File: src/rtl/host_word_packer_if.sv
// Host word stream in, packed instruction / IO-input beats and config registers out.
// slave is the packer side, master is the host/top side that drives the stream and beat readies.
interface host_word_packer_if #(
  parameter int WORD_W     = 16,
  parameter int INSN_WORDS = 3,
  parameter int IO_WORDS   = 4,
  parameter int PROC_W     = 6
);
  logic                         in_valid_i;
  logic                         in_ready_o;
  logic [WORD_W-1:0]            in_word_i;
  logic                         insns_valid_o;
  logic                         insns_ready_i;
  logic [INSN_WORDS*WORD_W-1:0] insns_bits_o;
  logic                         io_i_valid_o;
  logic                         io_i_ready_i;
  logic [IO_WORDS*WORD_W-1:0]   io_i_bits_o;
  logic [WORD_W-1:0]            host_steps_o;
  logic [PROC_W-1:0]            used_procs_o;
  logic                         cfg_update_o;
  logic                         busy_o;
  logic                         err_o;

  modport slave (
    input  in_valid_i, in_word_i, insns_ready_i, io_i_ready_i,
    output in_ready_o, insns_valid_o, insns_bits_o, io_i_valid_o, io_i_bits_o,
    output host_steps_o, used_procs_o, cfg_update_o, busy_o, err_o
  );

  modport master (
    output in_valid_i, in_word_i, insns_ready_i, io_i_ready_i,
    input  in_ready_o, insns_valid_o, insns_bits_o, io_i_valid_o, io_i_bits_o,
    input  host_steps_o, used_procs_o, cfg_update_o, busy_o, err_o
  );
endinterface

File: src/rtl/host_word_packer.sv
// Packs the 16-bit host word stream into 3-word instruction beats, 4-word IO-input beats
// and a host_steps/used_procs config write; illegal headers set a sticky error and drop payload.
module host_word_packer #(
  parameter int WORD_W     = 16,
  parameter int INSN_WORDS = 3,
  parameter int IO_WORDS   = 4,
  parameter int CNT_W      = WORD_W - 2,
  parameter int PROC_W     = 6
) (
  input  logic             clk_i,
  input  logic             rst_i,
  host_word_packer_if.slave bus
);

  localparam int MAX_WORDS = (IO_WORDS > INSN_WORDS) ? IO_WORDS : INSN_WORDS;
  localparam int IDX_W     = $clog2(MAX_WORDS);
  localparam logic [IDX_W-1:0] INSN_LAST = IDX_W'(INSN_WORDS - 1);
  localparam logic [IDX_W-1:0] IO_LAST   = IDX_W'(IO_WORDS - 1);

  typedef enum logic [2:0] {
    ST_IDLE = 3'd0,
    ST_INSN = 3'd1,
    ST_IO   = 3'd2,
    ST_CFG  = 3'd3,
    ST_DROP = 3'd4
  } state_e;

  state_e                          state_q, state_d;
  logic [CNT_W-1:0]                cnt_q, cnt_d;
  logic [IDX_W-1:0]                idx_q, idx_d;
  logic [(MAX_WORDS-1)*WORD_W-1:0] asm_q, asm_d;
  logic [INSN_WORDS*WORD_W-1:0]    insns_bits_q, insns_bits_d;
  logic                            insns_valid_q, insns_valid_d;
  logic [IO_WORDS*WORD_W-1:0]      io_bits_q, io_bits_d;
  logic                            io_valid_q, io_valid_d;
  logic [WORD_W-1:0]               steps_q, steps_d;
  logic [PROC_W-1:0]               procs_q, procs_d;
  logic [WORD_W-1:0]               stage_q, stage_d;
  logic                            cfg_upd_q, cfg_upd_d;
  logic                            err_q, err_d;
  logic                            alive_q;

  logic                            in_ready_s;
  logic                            fire_s;
  logic [1:0]                      cmd_s;
  logic [CNT_W-1:0]                n_s;

  assign cmd_s  = bus.in_word_i[WORD_W-1 -: 2];
  assign n_s    = bus.in_word_i[CNT_W-1:0];
  assign fire_s = bus.in_valid_i & in_ready_s;

  // Input acceptance: the last word of a beat waits until its output buffer is free.
  always_comb begin
    in_ready_s = 1'b0;
    case (state_q)
      ST_IDLE, ST_CFG, ST_DROP: in_ready_s = alive_q;
      ST_INSN: begin
        if (idx_q == INSN_LAST) in_ready_s = !insns_valid_q || bus.insns_ready_i;
        else                    in_ready_s = 1'b1;
      end
      ST_IO: begin
        if (idx_q == IO_LAST) in_ready_s = !io_valid_q || bus.io_i_ready_i;
        else                  in_ready_s = 1'b1;
      end
      default: in_ready_s = 1'b0;
    endcase
  end

  // Next-state and datapath updates for the packing FSM.
  always_comb begin
    state_d       = state_q;
    cnt_d         = cnt_q;
    idx_d         = idx_q;
    asm_d         = asm_q;
    insns_bits_d  = insns_bits_q;
    insns_valid_d = insns_valid_q & ~bus.insns_ready_i;
    io_bits_d     = io_bits_q;
    io_valid_d    = io_valid_q & ~bus.io_i_ready_i;
    steps_d       = steps_q;
    procs_d       = procs_q;
    stage_d       = stage_q;
    cfg_upd_d     = 1'b0;
    err_d         = err_q;

    // Non-final words of a beat land in the assembly slots indexed by idx_q.
    if (fire_s && (state_q == ST_INSN || state_q == ST_IO)) begin
      for (int k = 0; k < MAX_WORDS - 1; k++) begin
        if (idx_q == IDX_W'(k)) asm_d[k*WORD_W +: WORD_W] = bus.in_word_i;
        else                    asm_d[k*WORD_W +: WORD_W] = asm_q[k*WORD_W +: WORD_W];
      end
    end else begin
      asm_d = asm_q;
    end

    case (state_q)
      ST_IDLE: begin
        if (fire_s) begin
          idx_d = {IDX_W{1'b0}};
          case (cmd_s)
            2'b00: begin
              cnt_d = n_s;
              if (n_s != {CNT_W{1'b0}}) state_d = ST_INSN;
              else                      state_d = ST_IDLE;
            end
            2'b01: begin
              cnt_d = n_s;
              if (n_s != {CNT_W{1'b0}}) state_d = ST_IO;
              else                      state_d = ST_IDLE;
            end
            2'b10: state_d = ST_CFG;
            2'b11: begin
              err_d = 1'b1;
              cnt_d = n_s;
              if (n_s != {CNT_W{1'b0}}) state_d = ST_DROP;
              else                      state_d = ST_IDLE;
            end
            default: state_d = ST_IDLE;
          endcase
        end else begin
          state_d = ST_IDLE;
        end
      end
      ST_INSN: begin
        if (fire_s && idx_q == INSN_LAST) begin
          insns_bits_d  = {bus.in_word_i, asm_q[(INSN_WORDS-1)*WORD_W-1:0]};
          insns_valid_d = 1'b1;
          idx_d         = {IDX_W{1'b0}};
          cnt_d         = cnt_q - CNT_W'(1);
          if (cnt_q == CNT_W'(1)) state_d = ST_IDLE;
          else                    state_d = ST_INSN;
        end else if (fire_s) begin
          idx_d = idx_q + IDX_W'(1);
        end else begin
          idx_d = idx_q;
        end
      end
      ST_IO: begin
        if (fire_s && idx_q == IO_LAST) begin
          io_bits_d  = {bus.in_word_i, asm_q[(IO_WORDS-1)*WORD_W-1:0]};
          io_valid_d = 1'b1;
          idx_d      = {IDX_W{1'b0}};
          cnt_d      = cnt_q - CNT_W'(1);
          if (cnt_q == CNT_W'(1)) state_d = ST_IDLE;
          else                    state_d = ST_IO;
        end else if (fire_s) begin
          idx_d = idx_q + IDX_W'(1);
        end else begin
          idx_d = idx_q;
        end
      end
      ST_CFG: begin
        // host_steps and used_procs commit together once word1 arrives.
        if (fire_s && idx_q == {IDX_W{1'b0}}) begin
          stage_d = bus.in_word_i;
          idx_d   = IDX_W'(1);
        end else if (fire_s) begin
          steps_d   = stage_q;
          procs_d   = bus.in_word_i[PROC_W-1:0];
          cfg_upd_d = 1'b1;
          idx_d     = {IDX_W{1'b0}};
          state_d   = ST_IDLE;
        end else begin
          state_d = ST_CFG;
        end
      end
      ST_DROP: begin
        if (fire_s) begin
          cnt_d = cnt_q - CNT_W'(1);
          if (cnt_q == CNT_W'(1)) state_d = ST_IDLE;
          else                    state_d = ST_DROP;
        end else begin
          state_d = ST_DROP;
        end
      end
      default: state_d = ST_IDLE;
    endcase
  end

  // State and datapath registers; alive_q keeps in_ready low until the first clock after reset.
  always_ff @(posedge clk_i or posedge rst_i) begin
    if (rst_i) begin
      state_q       <= ST_IDLE;
      cnt_q         <= {CNT_W{1'b0}};
      idx_q         <= {IDX_W{1'b0}};
      asm_q         <= '0;
      insns_bits_q  <= '0;
      insns_valid_q <= 1'b0;
      io_bits_q     <= '0;
      io_valid_q    <= 1'b0;
      steps_q       <= {WORD_W{1'b0}};
      procs_q       <= {PROC_W{1'b0}};
      stage_q       <= {WORD_W{1'b0}};
      cfg_upd_q     <= 1'b0;
      err_q         <= 1'b0;
      alive_q       <= 1'b0;
    end else begin
      state_q       <= state_d;
      cnt_q         <= cnt_d;
      idx_q         <= idx_d;
      asm_q         <= asm_d;
      insns_bits_q  <= insns_bits_d;
      insns_valid_q <= insns_valid_d;
      io_bits_q     <= io_bits_d;
      io_valid_q    <= io_valid_d;
      steps_q       <= steps_d;
      procs_q       <= procs_d;
      stage_q       <= stage_d;
      cfg_upd_q     <= cfg_upd_d;
      err_q         <= err_d;
      alive_q       <= 1'b1;
    end
  end

  assign bus.in_ready_o    = in_ready_s;
  assign bus.insns_valid_o = insns_valid_q;
  assign bus.insns_bits_o  = insns_bits_q;
  assign bus.io_i_valid_o  = io_valid_q;
  assign bus.io_i_bits_o   = io_bits_q;
  assign bus.host_steps_o  = steps_q;
  assign bus.used_procs_o  = procs_q;
  assign bus.cfg_update_o  = cfg_upd_q;
  assign bus.err_o         = err_q;
  assign bus.busy_o        = (state_q != ST_IDLE) | insns_valid_q | io_valid_q;

endmodule
File: src/flat_wrapper.sv
// flat-port wrapper written by rule: the top's interface ports become plain ports
module host_word_packer_flat 
#(
  parameter int WORD_W     = 16,
  parameter int INSN_WORDS = 3,
  parameter int IO_WORDS   = 4,
  parameter int CNT_W      = WORD_W - 2,
  parameter int PROC_W     = 6
)
  (clk_i, rst_i, bus_in_valid_i, bus_in_word_i, bus_insns_ready_i, bus_io_i_ready_i, bus_in_ready_o, bus_insns_valid_o, bus_insns_bits_o, bus_io_i_valid_o, bus_io_i_bits_o, bus_host_steps_o, bus_used_procs_o, bus_cfg_update_o, bus_busy_o, bus_err_o);
  host_word_packer_if #(.WORD_W(WORD_W), .INSN_WORDS(INSN_WORDS), .IO_WORDS(IO_WORDS), .PROC_W(PROC_W)) bus_i ();
  input  logic clk_i;
  input  logic rst_i;
  input wire logic [$bits(bus_i.in_valid_i)-1:0] bus_in_valid_i;
  input wire logic [$bits(bus_i.in_word_i)-1:0] bus_in_word_i;
  input wire logic [$bits(bus_i.insns_ready_i)-1:0] bus_insns_ready_i;
  input wire logic [$bits(bus_i.io_i_ready_i)-1:0] bus_io_i_ready_i;
  output wire logic [$bits(bus_i.in_ready_o)-1:0] bus_in_ready_o;
  output wire logic [$bits(bus_i.insns_valid_o)-1:0] bus_insns_valid_o;
  output wire logic [$bits(bus_i.insns_bits_o)-1:0] bus_insns_bits_o;
  output wire logic [$bits(bus_i.io_i_valid_o)-1:0] bus_io_i_valid_o;
  output wire logic [$bits(bus_i.io_i_bits_o)-1:0] bus_io_i_bits_o;
  output wire logic [$bits(bus_i.host_steps_o)-1:0] bus_host_steps_o;
  output wire logic [$bits(bus_i.used_procs_o)-1:0] bus_used_procs_o;
  output wire logic [$bits(bus_i.cfg_update_o)-1:0] bus_cfg_update_o;
  output wire logic [$bits(bus_i.busy_o)-1:0] bus_busy_o;
  output wire logic [$bits(bus_i.err_o)-1:0] bus_err_o;
  assign bus_i.in_valid_i = bus_in_valid_i;
  assign bus_i.in_word_i = bus_in_word_i;
  assign bus_i.insns_ready_i = bus_insns_ready_i;
  assign bus_i.io_i_ready_i = bus_io_i_ready_i;
  assign bus_in_ready_o = bus_i.in_ready_o;
  assign bus_insns_valid_o = bus_i.insns_valid_o;
  assign bus_insns_bits_o = bus_i.insns_bits_o;
  assign bus_io_i_valid_o = bus_i.io_i_valid_o;
  assign bus_io_i_bits_o = bus_i.io_i_bits_o;
  assign bus_host_steps_o = bus_i.host_steps_o;
  assign bus_used_procs_o = bus_i.used_procs_o;
  assign bus_cfg_update_o = bus_i.cfg_update_o;
  assign bus_busy_o = bus_i.busy_o;
  assign bus_err_o = bus_i.err_o;
  host_word_packer #(.WORD_W(WORD_W), .INSN_WORDS(INSN_WORDS), .IO_WORDS(IO_WORDS), .CNT_W(CNT_W), .PROC_W(PROC_W)) u_core (.clk_i(clk_i), .rst_i(rst_i), .bus(bus_i));
endmodule
File: config.mk
export PLATFORM = sky130hd
export DESIGN_NAME = host_word_packer_flat
export DESIGN_NICKNAME = d
export VERILOG_FILES = /design/src/rtl/host_word_packer_if.sv /design/src/rtl/host_word_packer.sv /design/src/flat_wrapper.sv
export SDC_FILE = /design/constraint.sdc
export NUM_CORES = 1
export LEC_CHECK = 0
export CAP_MARGIN = 20
export CORE_MARGIN = 2
export CORE_UTILIZATION = 35
export CTS_BUF_LIST = sky130_fd_sc_hd__clkbuf_8
export CTS_CLUSTER_DIAMETER = 60
export DETAILED_ROUTE_END_ITERATION = 10
export PLACE_DENSITY = 0.57
export SLEW_MARGIN = 20
export SYNTH_ARGS = -nofsm -noshare
export SYNTH_HDL_FRONTEND = slang
export SYNTH_SLANG_ARGS = --single-unit
File: constraint.sdc
create_clock -name clk_i -period 10.2 [get_ports clk_i]
set_input_delay 1.02 -clock clk_i [delete_from_list [all_inputs] [get_ports clk_i]]
set_output_delay 1.02 -clock clk_i [all_outputs]
set_load 0.1 [all_outputs]
# Word level (Yosys, flattened, before mapping)
# Cells that the tools add are included.
dict set report word_totals {
  reg_bits 222
  word_cells 107
  out_inout_bits 140
  in_bits 21
}
dict set report op_classes {
  mux 36
  n_eq_ne 17
  n_reduce_logical 28
  n_addsub 2
  bitwise_logic 8
}
# operator n
set op_table {}
lappend op_table {{$mux W14} 5}
lappend op_table {{$pmux W14 S4} 1}
lappend op_table {{$mux W3} 7}
lappend op_table {{$mux W2} 8}
lappend op_table {{$pmux W3 S5} 1}
lappend op_table {{$eq A14 B1 Y1 const B} 1}
lappend op_table {{$reduce_bool A14 Y1} 1}
lappend op_table {{$sub A14 B1 Y14 const B} 1}
lappend op_table {{$pmux W3 S4} 1}
lappend op_table {{$reduce_and A2 Y1} 6}
lappend op_table {{$mux W1} 11}
lappend op_table {{$reduce_and A3 Y1} 3}
lappend op_table {{$eq A2 B2 Y1 const B} 4}
lappend op_table {{$ne A2 B2 Y1 const B} 4}
lappend op_table {{$pmux W2 S4} 1}
lappend op_table {{$reduce_bool A4 Y1} 2}
lappend op_table {{$eq A3 B2 Y1 const B} 2}
lappend op_table {{$reduce_and A6 Y1} 1}
lappend op_table {{$reduce_or A3 Y1} 2}
lappend op_table {{$eq A2 B1 Y1 const B} 2}
lappend op_table {{$logic_and A1 B1 Y1} 4}
lappend op_table {{$logic_not A2 Y1} 2}
lappend op_table {{$ne A2 B1 Y1 const B} 2}
lappend op_table {{$and A1 B1 Y1} 3}
lappend op_table {{other kinds (10)} 16}

# Longest topological paths before layout
dict set report depth {
  ltp_word 8
  depth_mapped 10
}

# Worst setup path after synthesis
# OpenSTA, ideal clock, no wires.
dict set report synth_path {
  path_type {input to output}
  start {input port bus_io_i_ready_i}
  end {output port bus_in_ready_o}
  n_path_buf 0
  required_ns 9.180
  slack_ns 7.079
  arrival_ns 2.101
  cell_stages 3
  cell_sequence {nand3b_1 -> a22oi_2 -> nand2_1}
}
dict set report synth_between {
  elab_chain_cells 3
}
# item line
set synth_rtl {}
lappend synth_rtl {{start: declaration} flat_wrapper.sv:17} ;# input wire logic [$bits(bus_i.io_i_ready_i)-1:0] bus_io_i_ready_i;
lappend synth_rtl {{$logic_or A1 B1 Y1} host_word_packer.sv:62} ;# if (idx_q == IO_LAST) in_ready_s = !io_valid_q || bus.io_i_ready_i;
lappend synth_rtl {{$mux W1} host_word_packer.sv:62}
lappend synth_rtl {{$pmux W1 S3} host_word_packer.sv:55} ;# case (state_q)
lappend synth_rtl {{end: declaration} flat_wrapper.sv:18} ;# output wire logic [$bits(bus_i.in_ready_o)-1:0] bus_in_ready_o;
# No other way between the ends.

# Final worst setup path
dict set report layout_path {
  start {input port bus_insns_ready_i}
  end {output port bus_in_ready_o}
}
dict set report layout_between {
  elab_chain_cells 3
}
# item line
set layout_rtl {}
lappend layout_rtl {{start: declaration} flat_wrapper.sv:16} ;# input wire logic [$bits(bus_i.insns_ready_i)-1:0] bus_insns_ready_i;
lappend layout_rtl {{$logic_or A1 B1 Y1} host_word_packer.sv:58} ;# if (idx_q == INSN_LAST) in_ready_s = !insns_valid_q || bus.insns_ready_i;
lappend layout_rtl {{$mux W1} host_word_packer.sv:58}
lappend layout_rtl {{$pmux W1 S3} host_word_packer.sv:55}
# No other way between the ends.

==> flow_summary.toml <==
[setup_path]
critPathMaxFanout = 5
cp-endpoint = "bus_in_ready_o"
critPathArrivalTime_ns = 3.11
r2r_end = "u_core.bus.insns_bits_o[6]$_DFFE_PP0P_"
path_class = "in -> out"
r2r_start = "u_core.state_q[2]$_DFFE_PP0P_"
crit_start = "bus_insns_ready_i"
worst_setup_path_start_kind = "input port"
reg2reg_depth = 6
cp-end-kind = "primary output"
worstPathRequired_ns = 9.18
rrSetupSlack_ns = 7.26

[global_route]
grt_pass1_vias = 6315
grt_usage = 0.1816
gr-total-overflow = 0
antenna_found_initial = 0
grt_max_degree = 144
grt_pass1_wl_um = 37320

[placement]
numPortBuffers = 160
gp_congestion = 0.8752
hpwlAfterDp_um = 15390

[sta]
hold_viol_final = 0
post-route-min-period_ns = 4.133
clock_skew_ns = 0.03097
setup_violations = 0
tightestPinTransition_ns = 1.072
maxSlewHeadroom = 0.2832
slew_violations = 0
tns_ns = 0
rsz0062_at_grt = "false"
max_freq_mhz = 242.0
finalCritPeriodShare = 0.4052

[cells_and_area]
fill_cells = 2286
regArea_um2 = 5555
syn_to_final_growth_pct = 31.49
n_antenna_cell = 0
drive_gt1_frac = 0.3282
nets = 838
multiInputGateArea_um2 = 3326

[yosys]
syn_area_um2 = 9107
ys_top_cells_by_area = "dfrtp_1 (61%), mux2_2 (23%), mux2_1 (1.6%)"
synth-seq-cells = 222
yosys-top-cells-count = "dfrtp_1 (222), mux2_2 (184), o21ai_0 (22), nor2_1 (18), buf_2 (16)"
async_reset_ff_frac = 1.000
syn-num-nets = 661
avgSynthCellArea_um2 = 14.39
synthCells = 633
yosys.cell_count.top_type = "dfrtp_1"
ys.warnings.count = 0
yosysTopAreaCell = "dfrtp_1"
synth.distinct_cells = 54
synth_top_area_frac = 0.6100
ys_seq_area_frac = 0.6100
synth_edf_count = 0
synthFlopType = "dfrtp_1"

[status]
status = "finished clean"

[drt]
drc = 0
vias = 6012
viasPerCell = 5.112
wirelength_um = 24590
post_drt_wl_per_cell_um = 20.91
drtPass1Iterations = 5
ant_nets = 0
drt_iter0_markers = 376

[cts]
h-tree-depth = 2
postCtsSetupRepairBufs = 0
cts_max_path_buffers = 3
root_buffer = "clkbuf_8"
clk_latency_ns = 0.55
cts_sinks = 222
cts_tree = "yes"
numCtsBuffers = 41
ctsHoldBuffers = 0
cts.clk_slew.worst_paths_ns = 0.06
cts_resized = 0

[floorplan]
core_area_um2 = 25840
fp.dieH_um = 165.3
rows = 59
ios = 161
die_w_um = 165.3
dieArea_um2 = 27330
start_util = 0.3525

[run]
cap_violations = 0

[worst_hold_path]
hold_path.class = "reg -> reg"
==> through the flow <==
step / hold slack [ns] / cell area, um2 / cells / setup WS [ns] / utilization
floorplan: 0.4541 / 9107 / 633 / 3.102 / -
global placement: 0.4636 / 11000 / 1100 / 6.148 / 0.4256
detailed placement: 0.4782 / 11000 / 1100 / 6.078 / 0.4258
CTS: 0.4909 / 11920 / 1174 / 6.065 / 0.4612
global route: 0.5112 / 11980 / 1176 / 5.960 / 0.4635
finish: 0.4854 / 11980 / 1176 / 6.067 / 0.4635
==> worst max-delay path, cell delays in order <==
cell and delay [ns]:
clkdlybuf4s50_1 0.41, nand3b_1 0.21, a22oi_2 0.37, nand2_1 0.12
clkdlybuf4s50_1 0.99
==> per-layer routing <==
layer / wire length, um / GRT usage / vias up
met3: 1630 / 0.04720 / 66
li1: - / - / 2645
met5: 0 / 0 / -
met1: 10310 / 0.2307 / 3091
met4: 872 / 0.06740 / 0
met2: 11770 / 0.2994 / 210
==> cell usage in the layout (no fill, tap or decap), types with 2 or more instances in the layout <==
master	Yosys	routed
a221oi_1	2	2
mux2_1	13	13
a22oi_1	5	5
ha_1	7	7
a211oi_1	3	3
o21ai_1	4	4
o31ai_1	13	13
mux2_2	184	184
dfrtp_1	222	222
nand3_1	5	3
nor2_1	18	17
clkinv_2	0	5
a31o_2	2	2
o21a_1	5	5
nand2_1	10	9
and3_1	3	3
nand4_1	4	4
nor2b_1	4	4
xnor2_1	2	2
o21ai_0	22	22
o22ai_1	2	2
nor3_1	6	6
nand3b_1	2	2
nor3b_2	2	2
buf_4	2	6
or2_1	2	2
bufinv_16	0	2
inv_1	13	21
or4_1	2	2
clkbuf_8	0	56
a21oi_1	11	11
a31oi_1	3	3
nor4_1	7	7
clkdlybuf4s50_1	0	160
==> sequential cells by signal, indices dropped and copies added, names as in the netlist <==
signal / flops
u_core.bus.cfg_update_o: 1
u_core.bus.io_i_valid_o: 1
u_core.idx_q: 2
u_core.bus.insns_bits_o: 48
u_core.bus.used_procs_o: 6
u_core.bus.host_steps_o: 16
u_core.cnt_q: 14
u_core.asm_q: 48
u_core.state_q: 3
u_core.alive_q: 1
u_core.bus.io_i_bits_o: 64
u_core.bus.insns_valid_o: 1
u_core.bus.err_o: 1
u_core.stage_q: 16
==> layout make-up <==
type                    count  share of cell area
flip-flops and latches    222              0.4639
clock inverters            18             0.01191
multi-input cells         363              0.2777
well taps                 335             0.03500
repair buffers            169              0.1424
inverters                  13            0.004702
clock buffers              56             0.06436
==> how the worst min path moves through the flow <==
stage / cells past startpoint / from / end
after CTS: 1 / u_core.asm_q[41]$_DFFE_PP0P_ / u_core.bus.io_i_bits_o[41]$_DFFE_PP0P_
after global routing: 1 / u_core.bus.insns_bits_o[5]$_DFFE_PP0P_ / u_core.bus.insns_bits_o[5]$_DFFE_PP0P_
after detailed placement: 1 / u_core.asm_q[41]$_DFFE_PP0P_ / u_core.bus.io_i_bits_o[41]$_DFFE_PP0P_
after floorplan: 1 / u_core.asm_q[41]$_DFFE_PP0P_ / u_core.bus.io_i_bits_o[41]$_DFFE_PP0P_
final: 1 / u_core.asm_q[41]$_DFFE_PP0P_ / u_core.bus.io_i_bits_o[41]$_DFFE_PP0P_
after global placement: 1 / u_core.asm_q[46]$_DFFE_PP0P_ / u_core.bus.io_i_bits_o[46]$_DFFE_PP0P_
==> logic make-up (layout without fill, tap and decap cells) <==
group                      after synthesis  count (layout)  share of synthesized area
DFF                                    222             222                     0.6100
other                                    1               1                  0.0004117
xor gates and xnor gates                 2               2                   0.001924
AOI/OAI and AO/OA                       86              86                    0.06416
muxes                                  197             197                     0.2436
and+or+nand+nor                         70              70                    0.04176
adders and majority gates                7               7                   0.009616
buffers and inverters                   48             256                    0.02858
Power is not shown: default switching activity piles up to over one toggle a cycle in this logic, so the estimate is an artifact.
